===== src/rtl/hardmatchblock_param.sv =====
// Packet header matcher: captures the first HDR_BEATS beats of each packet, matches the
// header against NUM_RULES value/mask rules and queues {hit, dest, tag} results in a show-ahead FIFO.
module hardmatchblock_param #(
  parameter int DATA_W     = 128,
  parameter int TAG_W      = 8,
  parameter int HDR_BEATS  = 2,
  parameter int NUM_RULES  = 4,
  parameter int DEST_W     = 2,
  parameter int FIFO_DEPTH = 16,
  parameter int MISS_MODE  = 0,
  localparam int MATCH_W   = HDR_BEATS * DATA_W,
  localparam int AW        = (NUM_RULES > 1) ? $clog2(NUM_RULES) : 1,
  localparam int OUT_W     = 1 + DEST_W + TAG_W
) (
  input  logic                      clock,
  input  logic                      resetn,
  input  logic [TAG_W+2+DATA_W-1:0] pnode_data,
  input  logic                      pnode_valid,
  output logic                      pnode_ready,
  input  logic                      cfg_wr,
  input  logic [AW-1:0]             cfg_addr,
  input  logic                      cfg_en,
  input  logic [MATCH_W-1:0]        cfg_value,
  input  logic [MATCH_W-1:0]        cfg_mask,
  input  logic [DEST_W-1:0]         cfg_dest,
  output logic [OUT_W-1:0]          data_out,
  output logic                      data_valid,
  input  logic                      data_ack,
  output logic [15:0]               drop_count
);

  localparam int SW = $clog2(HDR_BEATS + 1);
  localparam int PW = $clog2(FIFO_DEPTH) + 1;
  localparam int IW = PW - 1;

  typedef enum logic [1:0] {S_IDLE, S_CAPTURE, S_SKIP} state_t;

  state_t               state_q, state_d;
  logic [SW-1:0]        slot_q, slot_d;
  logic [MATCH_W-1:0]   hdr_q, hdr_d;
  logic [TAG_W-1:0]     tag_q, tag_d;
  logic                 pkt_vld_q, pkt_vld_d;
  logic                 res_vld_q, res_vld_d;
  logic [OUT_W-1:0]     res_q, res_d;
  logic [NUM_RULES-1:0] rule_en_q, rule_en_d;
  logic [MATCH_W-1:0]   rule_val_q [NUM_RULES];
  logic [MATCH_W-1:0]   rule_val_d [NUM_RULES];
  logic [MATCH_W-1:0]   rule_mask_q [NUM_RULES];
  logic [MATCH_W-1:0]   rule_mask_d [NUM_RULES];
  logic [DEST_W-1:0]    rule_dest_q [NUM_RULES];
  logic [DEST_W-1:0]    rule_dest_d [NUM_RULES];
  logic [OUT_W-1:0]     fifo_mem [FIFO_DEPTH];
  logic [PW-1:0]        wr_ptr_q, wr_ptr_d, rd_ptr_q, rd_ptr_d;
  logic [15:0]          drop_q, drop_d;

  logic [TAG_W-1:0]  in_tag;
  logic              in_sop, in_eop, beat_acc;
  logic [DATA_W-1:0] in_data;
  logic              abort_drop, miss_drop, full_drop;
  logic              hit;
  logic [DEST_W-1:0] hit_dest;
  logic [PW-1:0]     fifo_cnt;
  logic              fifo_full, pop, wr_en;
  logic [16:0]       drop_sum;

  assign in_tag   = pnode_data[DATA_W+2 +: TAG_W];
  assign in_sop   = pnode_data[DATA_W+1];
  assign in_eop   = pnode_data[DATA_W];
  assign in_data  = pnode_data[DATA_W-1:0];
  assign beat_acc = pnode_valid && pnode_ready;

  // Header capture; a fresh sop always clears the header so short packets are zero-filled
  always_comb begin
    state_d    = state_q;
    slot_d     = slot_q;
    hdr_d      = hdr_q;
    tag_d      = tag_q;
    pkt_vld_d  = 1'b0;
    abort_drop = 1'b0;
    if (beat_acc) begin
      if (in_sop) begin
        abort_drop              = (state_q != S_IDLE);
        hdr_d                   = '0;
        hdr_d[DATA_W-1:0]       = in_data;
        slot_d                  = SW'(1);
        state_d                 = (HDR_BEATS == 1) ? S_SKIP : S_CAPTURE;
      end else if (state_q == S_CAPTURE) begin
        hdr_d[slot_q*DATA_W +: DATA_W] = in_data;
        slot_d = slot_q + 1'b1;
        if (slot_q == SW'(HDR_BEATS - 1)) state_d = S_SKIP;
      end
      if (in_eop && (in_sop || state_q != S_IDLE)) begin
        pkt_vld_d = 1'b1;
        tag_d     = in_tag;
        state_d   = S_IDLE;
      end
    end
  end

  // Rule match: scanning downward leaves the lowest-index hit in place
  always_comb begin
    hit      = 1'b0;
    hit_dest = '0;
    for (int i = NUM_RULES - 1; i >= 0; i--) begin
      if (rule_en_q[i] && (((hdr_q ^ rule_val_q[i]) & rule_mask_q[i]) == '0)) begin
        hit      = 1'b1;
        hit_dest = rule_dest_q[i];
      end
    end
    res_vld_d = pkt_vld_q && (hit || (MISS_MODE != 0));
    res_d     = hit ? {1'b1, hit_dest, tag_q} : {1'b0, {DEST_W{1'b0}}, tag_q};
    miss_drop = pkt_vld_q && !hit && (MISS_MODE == 0);
  end

  always_comb begin
    rule_en_d   = rule_en_q;
    rule_val_d  = rule_val_q;
    rule_mask_d = rule_mask_q;
    rule_dest_d = rule_dest_q;
    for (int i = 0; i < NUM_RULES; i++) begin
      if (cfg_wr && (cfg_addr == AW'(i))) begin
        rule_en_d[i]   = cfg_en;
        rule_val_d[i]  = cfg_value;
        rule_mask_d[i] = cfg_mask;
        rule_dest_d[i] = cfg_dest;
      end
    end
  end

  // Result FIFO; ready counts the registered result so the FIFO can absorb everything in flight
  assign fifo_cnt    = wr_ptr_q - rd_ptr_q;
  assign fifo_full   = (fifo_cnt == PW'(FIFO_DEPTH));
  assign data_valid  = (fifo_cnt != '0);
  assign data_out    = data_valid ? fifo_mem[rd_ptr_q[IW-1:0]] : '0;
  assign pop         = data_ack && data_valid;
  assign wr_en       = res_vld_q && (!fifo_full || pop);
  assign full_drop   = res_vld_q && fifo_full && !pop;
  assign pnode_ready = (int'(fifo_cnt) + int'(res_vld_q)) < (FIFO_DEPTH - 1);
  assign drop_count  = drop_q;

  always_comb begin
    wr_ptr_d = wr_en ? wr_ptr_q + 1'b1 : wr_ptr_q;
    rd_ptr_d = pop ? rd_ptr_q + 1'b1 : rd_ptr_q;
    drop_sum = {1'b0, drop_q} + 17'(abort_drop) + 17'(miss_drop) + 17'(full_drop);
    drop_d   = drop_sum[16] ? 16'hFFFF : drop_sum[15:0];
  end

  always_ff @(posedge clock or negedge resetn) begin
    if (!resetn) begin
      state_q   <= S_IDLE;
      slot_q    <= '0;
      pkt_vld_q <= 1'b0;
      res_vld_q <= 1'b0;
      rule_en_q <= '0;
      for (int i = 0; i < NUM_RULES; i++) begin
        rule_val_q[i]  <= '0;
        rule_mask_q[i] <= '0;
        rule_dest_q[i] <= '0;
      end
      wr_ptr_q <= '0;
      rd_ptr_q <= '0;
      drop_q   <= '0;
    end else begin
      state_q     <= state_d;
      slot_q      <= slot_d;
      pkt_vld_q   <= pkt_vld_d;
      res_vld_q   <= res_vld_d;
      rule_en_q   <= rule_en_d;
      rule_val_q  <= rule_val_d;
      rule_mask_q <= rule_mask_d;
      rule_dest_q <= rule_dest_d;
      wr_ptr_q    <= wr_ptr_d;
      rd_ptr_q    <= rd_ptr_d;
      drop_q      <= drop_d;
    end
  end

  // Datapath registers carry no reset; their valids above qualify them
  always_ff @(posedge clock) begin
    hdr_q <= hdr_d;
    tag_q <= tag_d;
    res_q <= res_d;
    if (wr_en) fifo_mem[wr_ptr_q[IW-1:0]] <= res_q;
  end

endmodule


===== config.mk =====
export PLATFORM = sky130hd
export DESIGN_NAME = hardmatchblock_param
export DESIGN_NICKNAME = d
export VERILOG_FILES = /design/src/rtl/hardmatchblock_param.sv
export SDC_FILE = /design/constraint.sdc
export NUM_CORES = 2
export LEC_CHECK = 0
export ABC_AREA = 1
export CAP_MARGIN = 20
export CORE_MARGIN = 3
export CORE_UTILIZATION = 45
export CTS_CLUSTER_SIZE = 25
export DETAILED_ROUTE_END_ITERATION = 6
export GPL_ROUTABILITY_DRIVEN = 0
export PLACE_DENSITY_LB_ADDON = 0.2
export SYNTH_ARGS = -nofsm -noshare
export SYNTH_HDL_FRONTEND = slang
export SYNTH_SLANG_ARGS = --single-unit

===== constraint.sdc =====
create_clock -name clock -period 7.85 [get_ports clock]
set_clock_uncertainty 0.1 [all_clocks]
set_input_delay 2.355 -clock clock [delete_from_list [all_inputs] [get_ports clock]]
set_output_delay 2.355 -clock clock [all_outputs]
set_load 0.005 [all_outputs]

==> impl_metrics.json <==
{
  "post-place-ws_ns": 1.71,
  "critical-path-top-delay-family": "flip-flops",
  "crit_chain": "ha_1 > inv_1 > fa_1 > nand3_1 > nand2_1 > xor2_1 > nor2_1 > a2111oi_0 > clkdlybuf4s50_1",
  "clockBufferDepth": 4,
  "timing.critical_path.buf_inv": 2,
  "wl_per_cell_um": 24.6,
  "ctsResizeCount": 0,
  "worstReg2RegEnd": "drop_count[13]$_DFF_PN0_",
  "holdWs_ns": 0.241,
  "grtUsageTotal": 0.320,
  "placementRows": 183,
  "switching_share": 0.334,
  "drc_errors": 0,
  "holdPathEnd": "res_q[6]$_DFF_P_",
  "path_clk_slew_ns": 0.06,
  "hpwl_um": 314000,
  "grt_util_met1": 0.453,
  "post-route-period-util": 0.920,
  "postRouteAntennaNets": 0,
  "synthTopCellsByArea": "dfrtp_1, nand2_1, edfxtp_1, o21ai_0, nand3_1",
  "post-route-min-period_ns": 7.22,
  "path_max_fanout": 46,
  "fin_nets": 14200,
  "rsz0062_at_grt": "no",
  "ios": 689,
  "rr_startpoint": "rd_ptr_q[0]$_DFFE_PN0P_",
  "ys_types": 46,
  "cp.depth": 9,
  "p_leak_nw": 61.5,
  "h-tree-depth": 5,
  "drt-pass1-iter-count": 7,
  "synthToLayoutAreaGrowth_pct": 16.6,
  "top_usage_layer": "met2",
  "netlist_area_sq_um": 113000,
  "netlist.area_leader.share": 0.462,
  "synth_common_cells": "nand2_1, o21ai_0, dfrtp_1",
  "synth-main-ff-cell": "dfrtp_1",
  "num_vias": 94900,
  "clock-sinks": 2543,
  "path_class": "reg2out",
  "synth_enable_flop_cells": 440,
  "seq_area_frac_synth": 0.581,
  "core_region_area_sq_um": 249000,
  "postCtsSetupRepairBufs": 0,
  "cts_hold_buf": 0,
  "critical_path.slowest_cell": "dfrtp_2",
  "synth_cells": 13100,
  "grt_max_degree": 225,
  "fmax_ghz": 0.138,
  "postSynthAreaPerCell_sq_um": 8.64,
  "start_kind": "register",
  "synth_nets": 13800,
  "ys_warn_count": 0,
  "grt_use_met2": 0.460,
  "clkPwrFrac": 0.334,
  "ir_drop_mv": 0.322,
  "port_buffers": 688,
  "hold_violations": 0,
  "wirelength_um": 420000,
  "use_met3": 0.0609,
  "vias_per_cell": 5.55,
  "p_int_w": 0.0268,
  "power_frac_seq": 0.441,
  "fillCellCount": 22500,
  "drive_gt1_frac": 0.0579,
  "p_switching_w": 0.0135,
  "min_path_type": "reg2reg",
  "outcome": "finished, final reports clean",
  "drt_iter0_markers": 12900,
  "critPathArrivalTime_ns": 4.77,
  "p_per_area_nw_per_um2": 305,
  "cts_tree": "done",
  "worst_slack_ns": 0.628,
  "p_comb_frac": 0.224,
  "yosysMostFrequentCell": "nand2_1",
  "die_w_um": 508,
  "grt_pass1_wl_um": 601000,
  "setup_viol_count_final": 0,
  "cts_buffers": 290,
  "hp-start": "tag_q[6]$_DFFE_PP_",
  "cts-root-buf": "clkbuf_16",
  "antenna_found_initial": 40,
  "die_h_um": 508,
  "overflow": 0,
  "grt_pass1_vias": 87100,
  "reg2reg_slack_ns": 2.44,
  "hold_depth": 0,
  "ys_async_sr_fraction": 0.823,
  "slowest_delay_ns": 0.93,
  "worst_pin_slew_ns": 1.20,
  "initial_utilization": 0.454,
  "critPathRequiredTime_ns": 5.39,
  "synth-seq-cells": 2543,
  "slew_violations": 0,
  "maxSlewHeadroom": 0.198,
  "cp-end-kind": "output pin",
  "max-cap-violations": 0,
  "synth_top_area_cell": "dfrtp_1",
  "dieArea_sq_um": 258000,
  "clk_latency_ns": 0.97,
  "r2r.worst_path.cells": 26
}
-- kinds of logic (layout without fill, tap and decap cells) --
group,Yosys count,count (layout),synth area share
XOR/XNOR,134,134,0.0104
buffers and inverters,1716,2355,0.0620
other,0,16,0
flip-flops,2543,2543,0.581
adder cells (fa/ha/maj),19,19,0.00230
AND/OR/NAND/NOR,6208,6208,0.233
AO/OA/AOI/OAI,2478,2478,0.112
-- flip-flops by register name (all words and copies together) (netlist names) --
| signal | flops |
|---|---|
| state_q | 2 |
| pkt_vld_q | 1 |
| rule_mask_q | 1024 |
| drop_count | 16 |
| fifo_mem | 176 |
| wr_ptr_q | 5 |
| hdr_q | 256 |
| res_vld_q | 1 |
| rule_dest_q | 8 |
| tag_q | 8 |
| res_q | 11 |
| rd_ptr_q | 5 |
| rule_val_q | 1024 |
| rule_en_q | 4 |
| slot_q | 2 |
-- worst register-to-register path, delay by kind of cell, from the launching register on --
kind | cells | cell delay (ns)
adder cells (fa/ha/maj) | 4 | 1.41
XOR/XNOR | 1 | 0.25
flip-flops | 1 | 0.93
AND/OR/NAND/NOR | 12 | 1.80
AO/OA/AOI/OAI | 2 | 0.21
buffers and inverters | 7 | 0.60
-- worst max-delay path by stage --
stage / startpoint / slack, ns / end
after floorplan: pnode_data[129] / -0.22 / hdr_q[0]$_DFFE_PP_
after global placement: rd_ptr_q[0]$_DFFE_PN0P_ / 1.73 / data_out[9]
after detailed placement: rd_ptr_q[0]$_DFFE_PN0P_ / 1.71 / data_out[9]
after CTS: rd_ptr_q[0]$_DFFE_PN0P_ / 0.65 / data_out[9]
after global routing: rd_ptr_q[0]$_DFFE_PN0P_ / 0.46 / data_out[9]
final: rd_ptr_q[0]$_DFFE_PN0P_ / 0.63 / data_out[9]
-- placed cells by master, fill, tap and decap left out, drive strengths merged, types with 11 or more instances in the layout --
master         count
nand2           3987
o21ai           2181
dfrtp           2092
inv             1049
nand3            955
clkdlybuf4s50    686
or2              602
nor2             558
clkbuf           442
edfxtp           440
a21oi            220
xor2             131
buf              113
nand4             86
clkinv            42
a22oi             27
nor3              17
bufinv            17
diode             16
ha                16
o32ai             12
a32o              11
dfxtp             11
-- metal layers --
layer	up-vias	part of all wire
li1	43100	-
met3	721	0.095
met5	-	0.00033
met2	4646	0.42
met1	46400	0.41
met4	20	0.066
-- layout make-up --
type                    count  area [sq um]  area share
diodes                     16          40.0    0.000303
clock inverters            68           838     0.00635
flip-flops and latches   2543         65800       0.498
multi-input cells        8839         40500       0.307
inverters                1046          3930      0.0298
well taps                3330          4170      0.0316
clock buffers             441          8490      0.0643
repair buffers            800          8280      0.0627
-- per-stage QoR --
step	utilization	instances	power, W	area, sq um	setup TNS (ns)
finish	0.530	17100	0.0403	132000	0
global route	0.529	17100	0.0421	132000	0
CTS	0.529	17100	0.0403	132000	0
detailed placement	0.492	16500	0.0268	123000	0
global placement	0.491	16500	0.0264	123000	0
floorplan	-	13100	0.0227	113000	-28.53
-- power groups by stage --
stage | sequential (W) | combinational (W) | clock (W)
global route | 0.0180 | 0.00987 | 0.0142
finish | 0.0178 | 0.00904 | 0.0135
detailed placement | 0.0179 | 0.00890 | 0
global placement | 0.0178 | 0.00868 | 0
CTS | 0.0177 | 0.00895 | 0.0136
floorplan | 0.0171 | 0.00561 | 0
No activity file was read; power rests on OpenSTA's default activity.
